`config.mk`:
```
export PLATFORM = sky130hd
export DESIGN_NAME = id_stage_flat
export DESIGN_NICKNAME = d
export VERILOG_FILES = /design/src/rtl/id_pkg.sv /design/src/rtl/id_stage_if.sv /design/src/rtl/id_stage_reg_file.sv /design/src/rtl/id_stage.sv /design/src/flat_wrapper.sv
export SDC_FILE = /design/constraint.sdc
export NUM_CORES = 2
export LEC_CHECK = 0
export CAP_MARGIN = 15
export CORE_AREA = 2 2 449 362
export DETAILED_ROUTE_END_ITERATION = 10
export DIE_AREA = 0 0 451 364
export SYNTH_ARGS = -nofsm -noshare
export SYNTH_HDL_FRONTEND = slang
export SYNTH_SLANG_ARGS = --single-unit
```
`constraint.sdc`:
```
create_clock -name clk -period 81.4 [get_ports clk]
set_input_delay 12.21 -clock clk [delete_from_list [all_inputs] [get_ports clk]]
set_output_delay 12.21 -clock clk [all_outputs]
set_load 0.01 [all_outputs]
```
`src/rtl/id_pkg.sv`:
```
// id_pkg: constants and decode helper shared by the ID stage and the EX stage.
//   - opcode / funct encodings of the supported MIPS subset
//   - alu_op_t: ALU operation select carried down the pipe
//   - ctrl_t:   decoded control bundle plus operand-usage and branch flags
//   - decode(): instruction word -> ctrl_t (unsupported encodings give all zeros)
package id_pkg;

  localparam logic [5:0] OP_RTYPE = 6'h00;
  localparam logic [5:0] OP_J     = 6'h02;
  localparam logic [5:0] OP_BEQ   = 6'h04;
  localparam logic [5:0] OP_BNE   = 6'h05;
  localparam logic [5:0] OP_ADDI  = 6'h08;
  localparam logic [5:0] OP_LW    = 6'h23;
  localparam logic [5:0] OP_SW    = 6'h2B;

  localparam logic [5:0] FN_ADD = 6'h20;
  localparam logic [5:0] FN_SUB = 6'h22;
  localparam logic [5:0] FN_AND = 6'h24;
  localparam logic [5:0] FN_OR  = 6'h25;
  localparam logic [5:0] FN_SLT = 6'h2A;

  typedef enum logic [2:0] {
    ALU_ADD = 3'd0,
    ALU_SUB = 3'd1,
    ALU_AND = 3'd2,
    ALU_OR  = 3'd3,
    ALU_SLT = 3'd4
  } alu_op_t;

  typedef struct packed {
    logic [4:0] dest;
    alu_op_t    alu_op;
    logic       alu_imm;
    logic       mem_rd;
    logic       mem_wr;
    logic       wb;
    logic       use_rs;
    logic       use_rt;
    logic       is_beq;
    logic       is_bne;
    logic       is_j;
  } ctrl_t;

  function automatic ctrl_t decode(input logic [31:0] instr);
    ctrl_t c;
    c = '0;
    case (instr[31:26])
      OP_RTYPE: begin
        case (instr[5:0])
          FN_ADD:  begin c.alu_op = ALU_ADD; c.wb = 1'b1; end
          FN_SUB:  begin c.alu_op = ALU_SUB; c.wb = 1'b1; end
          FN_AND:  begin c.alu_op = ALU_AND; c.wb = 1'b1; end
          FN_OR:   begin c.alu_op = ALU_OR;  c.wb = 1'b1; end
          FN_SLT:  begin c.alu_op = ALU_SLT; c.wb = 1'b1; end
          default: c.wb = 1'b0;
        endcase
        // An unknown funct leaves c.wb low and the whole bundle stays a NOP.
        if (c.wb) begin
          c.dest   = instr[15:11];
          c.use_rs = 1'b1;
          c.use_rt = 1'b1;
        end
      end
      OP_ADDI: begin
        c.dest = instr[20:16]; c.alu_imm = 1'b1; c.wb = 1'b1; c.use_rs = 1'b1;
      end
      OP_LW: begin
        c.dest = instr[20:16]; c.alu_imm = 1'b1; c.mem_rd = 1'b1; c.wb = 1'b1;
        c.use_rs = 1'b1;
      end
      OP_SW: begin
        c.alu_imm = 1'b1; c.mem_wr = 1'b1; c.use_rs = 1'b1; c.use_rt = 1'b1;
      end
      OP_BEQ: begin c.is_beq = 1'b1; c.use_rs = 1'b1; c.use_rt = 1'b1; end
      OP_BNE: begin c.is_bne = 1'b1; c.use_rs = 1'b1; c.use_rt = 1'b1; end
      OP_J:   c.is_j = 1'b1;
      default: c = '0;
    endcase
    // Writes to r0 are architecturally dead, so they never request writeback.
    if (c.dest == 5'd0) c.wb = 1'b0;
    return c;
  endfunction

endpackage

```
`src/rtl/id_stage_if.sv`:
```
// id_stage_if: all non-clock/reset signals of the decode stage.
//   inputs : pc_inc_in, instr_in (fetch), wb_en/wb_dest/wb_data (writeback),
//            haz_ex_wb/haz_ex_dest, haz_mem_wb/haz_mem_dest (hazard sources)
//   outputs: freeze, br_taken, br_addr (to fetch), idex_* (ID/EX register)
// master = the ID stage itself, slave = the surrounding pipeline.
interface id_stage_if;
  logic [31:0] pc_inc_in;
  logic [31:0] instr_in;
  logic        wb_en;
  logic [4:0]  wb_dest;
  logic [31:0] wb_data;
  logic        haz_ex_wb;
  logic [4:0]  haz_ex_dest;
  logic        haz_mem_wb;
  logic [4:0]  haz_mem_dest;
  logic        freeze;
  logic        br_taken;
  logic [31:0] br_addr;
  logic [31:0] idex_pc_inc;
  logic [31:0] idex_val1;
  logic [31:0] idex_val2;
  logic [31:0] idex_imm;
  logic [4:0]  idex_dest;
  logic [2:0]  idex_alu_op;
  logic        idex_alu_imm;
  logic        idex_mem_rd;
  logic        idex_mem_wr;
  logic        idex_wb;

  modport master (
    input  pc_inc_in, instr_in, wb_en, wb_dest, wb_data,
           haz_ex_wb, haz_ex_dest, haz_mem_wb, haz_mem_dest,
    output freeze, br_taken, br_addr,
           idex_pc_inc, idex_val1, idex_val2, idex_imm,
           idex_dest, idex_alu_op, idex_alu_imm, idex_mem_rd, idex_mem_wr, idex_wb
  );

  modport slave (
    output pc_inc_in, instr_in, wb_en, wb_dest, wb_data,
           haz_ex_wb, haz_ex_dest, haz_mem_wb, haz_mem_dest,
    input  freeze, br_taken, br_addr,
           idex_pc_inc, idex_val1, idex_val2, idex_imm,
           idex_dest, idex_alu_op, idex_alu_imm, idex_mem_rd, idex_mem_wr, idex_wb
  );
endinterface

```
`src/rtl/id_stage_reg_file.sv`:
```
// reg_file: 32 x 32-bit register file.
//   clk, rst      : clock, async active-high reset (clears every register)
//   ra1/ra2 -> rd1/rd2 : asynchronous read ports
//   we, wa, wd    : write port, committed on the rising edge; r0 is never written
// A read of the register being written in the same cycle returns wd.
module reg_file (
  input  logic        clk,
  input  logic        rst,
  input  logic [4:0]  ra1,
  input  logic [4:0]  ra2,
  output logic [31:0] rd1,
  output logic [31:0] rd2,
  input  logic        we,
  input  logic [4:0]  wa,
  input  logic [31:0] wd
);

  logic [31:0] regs [32];
  logic        wr_live;

  assign wr_live = we && (wa != 5'd0);

  always_ff @(posedge clk or posedge rst) begin
    if (rst) begin
      for (int i = 0; i < 32; i++) regs[i] <= '0;
    end else if (wr_live) begin
      regs[wa] <= wd;
    end
  end

  // Write-first bypass; r0 is excluded by wr_live so it always reads zero.
  assign rd1 = (wr_live && wa == ra1) ? wd : (ra1 == 5'd0) ? 32'd0 : regs[ra1];
  assign rd2 = (wr_live && wa == ra2) ? wd : (ra2 == 5'd0) ? 32'd0 : regs[ra2];

endmodule

```
`src/rtl/id_stage.sv`:
```
// id_stage: instruction decode stage of the 5-stage pipeline.
//   clk, rst : clock, async active-high reset
//   bus      : id_stage_if.master (fetch inputs, writeback, hazard sources,
//              freeze / branch redirect and the registered ID/EX outputs)
// Holds the IF/ID and ID/EX registers, decode, load-use/RAW stall detection
// and branch resolution; the register file is the reg_file sub-module.
module id_stage
  import id_pkg::*;
(
  input  logic    clk,
  input  logic    rst,
  id_stage_if.master bus
);

  logic [31:0] ifid_pc;
  logic [31:0] ifid_instr;
  logic [4:0]  rs, rt;
  logic [15:0] imm;
  logic [25:0] target;
  logic [31:0] imm_sext;
  logic [31:0] rs_val, rt_val;
  ctrl_t       ctrl;
  logic        rs_hit, rt_hit, freeze, br_taken;

  assign rs       = ifid_instr[25:21];
  assign rt       = ifid_instr[20:16];
  assign imm      = ifid_instr[15:0];
  assign target   = ifid_instr[25:0];
  assign imm_sext = {{16{imm[15]}}, imm};
  assign ctrl     = decode(ifid_instr);

  reg_file u_reg_file (
    .clk (clk),
    .rst (rst),
    .ra1 (rs),
    .ra2 (rt),
    .rd1 (rs_val),
    .rd2 (rt_val),
    .we  (bus.wb_en),
    .wa  (bus.wb_dest),
    .wd  (bus.wb_data)
  );

  // A source only stalls if the instruction actually reads it and an older
  // in-flight instruction will write it; r0 never creates a dependency.
  assign rs_hit = ctrl.use_rs && (rs != 5'd0) &&
                  ((bus.haz_ex_wb  && rs == bus.haz_ex_dest) ||
                   (bus.haz_mem_wb && rs == bus.haz_mem_dest));
  assign rt_hit = ctrl.use_rt && (rt != 5'd0) &&
                  ((bus.haz_ex_wb  && rt == bus.haz_ex_dest) ||
                   (bus.haz_mem_wb && rt == bus.haz_mem_dest));
  assign freeze = rs_hit || rt_hit;

  // Comparing stale operands would be wrong, so branches wait out the stall.
  assign br_taken = !freeze &&
                    ((ctrl.is_beq && rs_val == rt_val) ||
                     (ctrl.is_bne && rs_val != rt_val) ||
                     ctrl.is_j);

  assign bus.freeze   = freeze;
  assign bus.br_taken = br_taken;
  assign bus.br_addr  = ctrl.is_j ? {ifid_pc[31:28], target, 2'b00}
                                  : ifid_pc + {imm_sext[29:0], 2'b00};

  // IF/ID: a redirect squashes the wrong-path fetch even if a stall is pending.
  always_ff @(posedge clk or posedge rst) begin
    if (rst) begin
      ifid_pc    <= '0;
      ifid_instr <= '0;
    end else if (br_taken) begin
      ifid_pc    <= bus.pc_inc_in;
      ifid_instr <= '0;
    end else if (!freeze) begin
      ifid_pc    <= bus.pc_inc_in;
      ifid_instr <= bus.instr_in;
    end
  end

  // ID/EX: operands always load; stalled or redirecting instructions leave as
  // a bubble with every control cleared.
  always_ff @(posedge clk or posedge rst) begin
    if (rst) begin
      bus.idex_pc_inc  <= '0;
      bus.idex_val1    <= '0;
      bus.idex_val2    <= '0;
      bus.idex_imm     <= '0;
      bus.idex_dest    <= '0;
      bus.idex_alu_op  <= '0;
      bus.idex_alu_imm <= 1'b0;
      bus.idex_mem_rd  <= 1'b0;
      bus.idex_mem_wr  <= 1'b0;
      bus.idex_wb      <= 1'b0;
    end else begin
      bus.idex_pc_inc <= ifid_pc;
      bus.idex_val1   <= rs_val;
      bus.idex_val2   <= rt_val;
      bus.idex_imm    <= imm_sext;
      if (freeze || br_taken) begin
        bus.idex_dest    <= '0;
        bus.idex_alu_op  <= '0;
        bus.idex_alu_imm <= 1'b0;
        bus.idex_mem_rd  <= 1'b0;
        bus.idex_mem_wr  <= 1'b0;
        bus.idex_wb      <= 1'b0;
      end else begin
        bus.idex_dest    <= ctrl.dest;
        bus.idex_alu_op  <= ctrl.alu_op;
        bus.idex_alu_imm <= ctrl.alu_imm;
        bus.idex_mem_rd  <= ctrl.mem_rd;
        bus.idex_mem_wr  <= ctrl.mem_wr;
        bus.idex_wb      <= ctrl.wb;
      end
    end
  end

endmodule
```
`src/flat_wrapper.sv`:
```
// flat-port wrapper written by rule: the top's interface ports become plain ports
module id_stage_flat import id_pkg::*;
  (clk, rst, bus_pc_inc_in, bus_instr_in, bus_wb_en, bus_wb_dest, bus_wb_data, bus_haz_ex_wb, bus_haz_ex_dest, bus_haz_mem_wb, bus_haz_mem_dest, bus_freeze, bus_br_taken, bus_br_addr, bus_idex_pc_inc, bus_idex_val1, bus_idex_val2, bus_idex_imm, bus_idex_dest, bus_idex_alu_op, bus_idex_alu_imm, bus_idex_mem_rd, bus_idex_mem_wr, bus_idex_wb);
  id_stage_if bus_i ();
  input  logic clk;
  input  logic rst;
  input wire logic [$bits(bus_i.pc_inc_in)-1:0] bus_pc_inc_in;
  input wire logic [$bits(bus_i.instr_in)-1:0] bus_instr_in;
  input wire logic [$bits(bus_i.wb_en)-1:0] bus_wb_en;
  input wire logic [$bits(bus_i.wb_dest)-1:0] bus_wb_dest;
  input wire logic [$bits(bus_i.wb_data)-1:0] bus_wb_data;
  input wire logic [$bits(bus_i.haz_ex_wb)-1:0] bus_haz_ex_wb;
  input wire logic [$bits(bus_i.haz_ex_dest)-1:0] bus_haz_ex_dest;
  input wire logic [$bits(bus_i.haz_mem_wb)-1:0] bus_haz_mem_wb;
  input wire logic [$bits(bus_i.haz_mem_dest)-1:0] bus_haz_mem_dest;
  output wire logic [$bits(bus_i.freeze)-1:0] bus_freeze;
  output wire logic [$bits(bus_i.br_taken)-1:0] bus_br_taken;
  output wire logic [$bits(bus_i.br_addr)-1:0] bus_br_addr;
  output wire logic [$bits(bus_i.idex_pc_inc)-1:0] bus_idex_pc_inc;
  output wire logic [$bits(bus_i.idex_val1)-1:0] bus_idex_val1;
  output wire logic [$bits(bus_i.idex_val2)-1:0] bus_idex_val2;
  output wire logic [$bits(bus_i.idex_imm)-1:0] bus_idex_imm;
  output wire logic [$bits(bus_i.idex_dest)-1:0] bus_idex_dest;
  output wire logic [$bits(bus_i.idex_alu_op)-1:0] bus_idex_alu_op;
  output wire logic [$bits(bus_i.idex_alu_imm)-1:0] bus_idex_alu_imm;
  output wire logic [$bits(bus_i.idex_mem_rd)-1:0] bus_idex_mem_rd;
  output wire logic [$bits(bus_i.idex_mem_wr)-1:0] bus_idex_mem_wr;
  output wire logic [$bits(bus_i.idex_wb)-1:0] bus_idex_wb;
  assign bus_i.pc_inc_in = bus_pc_inc_in;
  assign bus_i.instr_in = bus_instr_in;
  assign bus_i.wb_en = bus_wb_en;
  assign bus_i.wb_dest = bus_wb_dest;
  assign bus_i.wb_data = bus_wb_data;
  assign bus_i.haz_ex_wb = bus_haz_ex_wb;
  assign bus_i.haz_ex_dest = bus_haz_ex_dest;
  assign bus_i.haz_mem_wb = bus_haz_mem_wb;
  assign bus_i.haz_mem_dest = bus_haz_mem_dest;
  assign bus_freeze = bus_i.freeze;
  assign bus_br_taken = bus_i.br_taken;
  assign bus_br_addr = bus_i.br_addr;
  assign bus_idex_pc_inc = bus_i.idex_pc_inc;
  assign bus_idex_val1 = bus_i.idex_val1;
  assign bus_idex_val2 = bus_i.idex_val2;
  assign bus_idex_imm = bus_i.idex_imm;
  assign bus_idex_dest = bus_i.idex_dest;
  assign bus_idex_alu_op = bus_i.idex_alu_op;
  assign bus_idex_alu_imm = bus_i.idex_alu_imm;
  assign bus_idex_mem_rd = bus_i.idex_mem_rd;
  assign bus_idex_mem_wr = bus_i.idex_mem_wr;
  assign bus_idex_wb = bus_i.idex_wb;
  id_stage u_core (.clk(clk), .rst(rst), .bus(bus_i));
endmodule
```
==> results.json <==
{
  "syn_nets": 4349,
  "pin_count": 290,
  "fin_ws_ns": 51.58,
  "synth_edf_count": 0,
  "finalHoldViolCount": 0,
  "io_buffers": 289,
  "clock_power_share_pct": 32.9,
  "drc_errors": 0,
  "via_count": 40600,
  "yosys_warnings": 0,
  "dpl_cell_area_um2": 68100,
  "power.density_nw_per_um2": 25.3,
  "async_flop_share_pct": 100,
  "clock_skew_ns": 0.0293,
  "synth_most_common_cell": "dfrtp_1",
  "grtUsageTotal_pct": 25.0,
  "antenna_found_initial": 16,
  "core-area_um2": 160000,
  "syn_area_um2": 63400,
  "die_y_um": 364,
  "grt_max_degree": 118,
  "drt_pre_antenna_iters": 5,
  "min_period_over_period_pct": 36.6,
  "dp.cells": 6282,
  "grt_pass1_wl_um": 299000,
  "final_cell_area_um2": 72400,
  "chipWidth_um": 451,
  "worstPathArrival_ns": 17.61,
  "drive_gt1_share_pct": 46.6,
  "nets": 4418,
  "maxCapViolCount": 0,
  "fmax_mhz": 33.5,
  "grt-ovfl-total": 0,
  "synth_ff_type": "dfrtp_1",
  "tns_ns": 0,
  "setup_viol": 0,
  "drv_slew": 0,
  "required_ns": 69.19,
  "cp_max_fo": 18,
  "area_growth_pct": 14.2,
  "p_leak_nw": 30.7,
  "die-area_um2": 164000,
  "seq_power_share_pct": 43.3,
  "status": "complete, no violations",
  "p_sw_mw": 0.533,
  "dp_hpwl_um": 127000,
  "dp_slack_ns": 51.61,
  "insertion_delay_ns": 0.79,
  "hold_path_class": "reg2reg",
  "via_per_inst": 6.24,
  "synth_common_cells": "1,212 x dfrtp_1, 1,025 x mux2_2, 576 x mux4_2",
  "cts.clk_slew.worst_paths_ns": 0.06,
  "cts_sinks": 1212,
  "combPwrFrac_pct": 23.8,
  "post_drt_wl_per_cell_um": 31.5,
  "clock-root-buffer": "clkbuf_16",
  "ys_ff_latch": 1212,
  "cts_resized": 0,
  "clk_path_buf_depth": 3,
  "gp_congestion": 0.892,
  "worst_pin_slew_ns": 1.18,
  "ys_top_cells_by_area": "dfrtp_1 48%, mux4_2 20%, mux2_2 18%",
  "start_util_pct": 39.5,
  "start_kind": "input pin",
  "first_iter_violations": 4318,
  "switching_share_pct": 29.1,
  "numCtsBuffers": 130,
  "h-tree-depth": 4,
  "yosysTopAreaCellShare_pct": 47.8,
  "ys_seq_area_share_pct": 47.8,
  "routed_wl_um": 205000,
  "fillers": 14000,
  "rows": 132,
  "syn_avg_cell_area_um2": 15.1,
  "finalNonFillerCells": 6518,
  "p_int_mw": 1.30,
  "ant_nets": 0,
  "cts_tree": "done",
  "end_kind": "output port",
  "yosysTopAreaCell": "dfrtp_1",
  "path_class": "in2out",
  "grt_pass1_vias": 40300,
  "multiInputGateArea_um2": 31200,
  "synthCells": 4203,
  "hold_buffers": 0,
  "rsz0062_at_grt": "false",
  "vdd_drop_max_mv": 0.0219,
  "min_period_ns": 29.82,
  "post_cts_buffers": 0,
  "synth.distinct_cells": 59,
  "slew_headroom_pct": 21.0,
  "seqCellArea_um2": 30400
}
-- final timing paths --
kind | end | slack, ns | start | cells past startpoint
worst max-delay path | bus_br_taken | 51.58 | bus_wb_dest[4] | 14
worst max register to register | u_core.bus.idex_alu_op[0] | 74.55 | u_core.ifid_instr[16] | 13
worst min-delay path | u_core.u_reg_file.regs[1001] | 0.39 | u_core.u_reg_file.regs[1001] | 0
max in group asynchronous | u_core.ifid_instr[24] | 65.39 | rst | 6
min in group asynchronous | u_core.u_reg_file.regs[809] | 12.02 | rst | 2
worst min register to register | u_core.u_reg_file.regs[1001] | 0.39 | u_core.u_reg_file.regs[1001] | 0
-- kinds of logic after synthesis --
logic type               synth area share, %
buffers and inverters                   3.27
adder cells (fa/ha/maj)                0.604
AND/OR/NAND/NOR                         3.11
XOR/XNOR                               0.677
flip-flops                              47.8
multiplexers                            39.7
AO/OA/AOI/OAI                           4.75
-- power groups by stage --
stage	logic, mW	registers (mW)	clock network (mW)
2_1_floorplan	0.297	0.777	0
3_3_place_gp	0.428	0.797	0
3_5_place_dp	0.433	0.801	0
4_1_cts	0.435	0.791	0.616
5_1_grt	0.462	0.807	0.640
6_report	0.436	0.794	0.604
-- critical path: stages --
cell,delay [ns]
clkdlybuf4s50_1,0.67
or3_1,0.46
o31a_1,0.30
a31oi_4,0.64
buf_4,0.44
a22oi_1,0.16
o211ai_1,0.26
nand4b_1,0.17
nor4_1,0.55
nand4_1,0.46
mux2i_2,0.37
o21ai_0,0.19
nor2_1,0.13
clkdlybuf4s50_1,0.54
-- flip-flops by register name, indices dropped and copies added, names as in the netlist --
register	count
u_core.u_reg_file.regs	1024
u_core.bus.idex_pc_inc	32
u_core.bus.idex_val1	32
u_core.bus.idex_val2	32
u_core.ifid_instr	32
u_core.ifid_pc	32
u_core.bus.idex_imm	16
u_core.bus.idex_dest	5
u_core.bus.idex_alu_op	3
u_core.bus.idex_alu_imm	1
u_core.bus.idex_mem_rd	1
u_core.bus.idex_mem_wr	1
u_core.bus.idex_wb	1
-- layout make-up --
cell class | count | share of cell area, %
multi-input cells | 2511 | 43.1
flip-flops and latches | 1212 | 41.9
repair buffers | 400 | 5.26
clock buffers | 184 | 5.15
well taps | 2144 | 3.70
clock inverters | 42 | 0.717
inverters | 17 | 0.0985
diodes | 8 | 0.0276
-- cells in the final DEF (no fill, tap or decap), drive strengths merged, types with 7 or more instances in the layout --
cell type / count
nor3: 16
o31ai: 7
a211oi: 22
ha: 29
nor4: 12
a211o: 16
o211ai: 32
nor2: 54
clkdlybuf4s50: 289
mux2: 1025
mux2i: 68
and2: 7
clkbuf: 184
bufinv: 8
inv: 26
buf: 111
o21ai: 92
or2: 37
a21oi: 43
nor3b: 39
a31oi: 8
nand2: 77
a22oi: 101
a21o: 11
diode: 8
a22o: 65
or3b: 32
nor2b: 9
dfrtp: 1212
o21a: 7
mux4: 576
nand3: 10
xnor2: 20
clkinv: 22
nand4b: 18
xor2: 29
-- stage by stage --
step	total power, mW	hold WS (ns)	utilization (%)
2_1_floorplan	1.07	0.361	-
3_3_place_gp	1.22	0.377	42.5
3_5_place_dp	1.23	0.383	42.5
4_1_cts	1.84	0.397	45.1
5_1_grt	1.91	0.407	45.1
6_report	1.83	0.393	45.2
-- layer usage --
layer / global-route usage [%] / part of all wire [%] / up-vias
li1: - / - / 16400
met4: 7.90 / 3.1 / 4
met1: 37.3 / 45 / 22200
met3: 5.90 / 8.6 / 343
met2: 36.0 / 44 / 1703
met5: 0 / 0.013 / -
(Power assumes the default switching activity.)
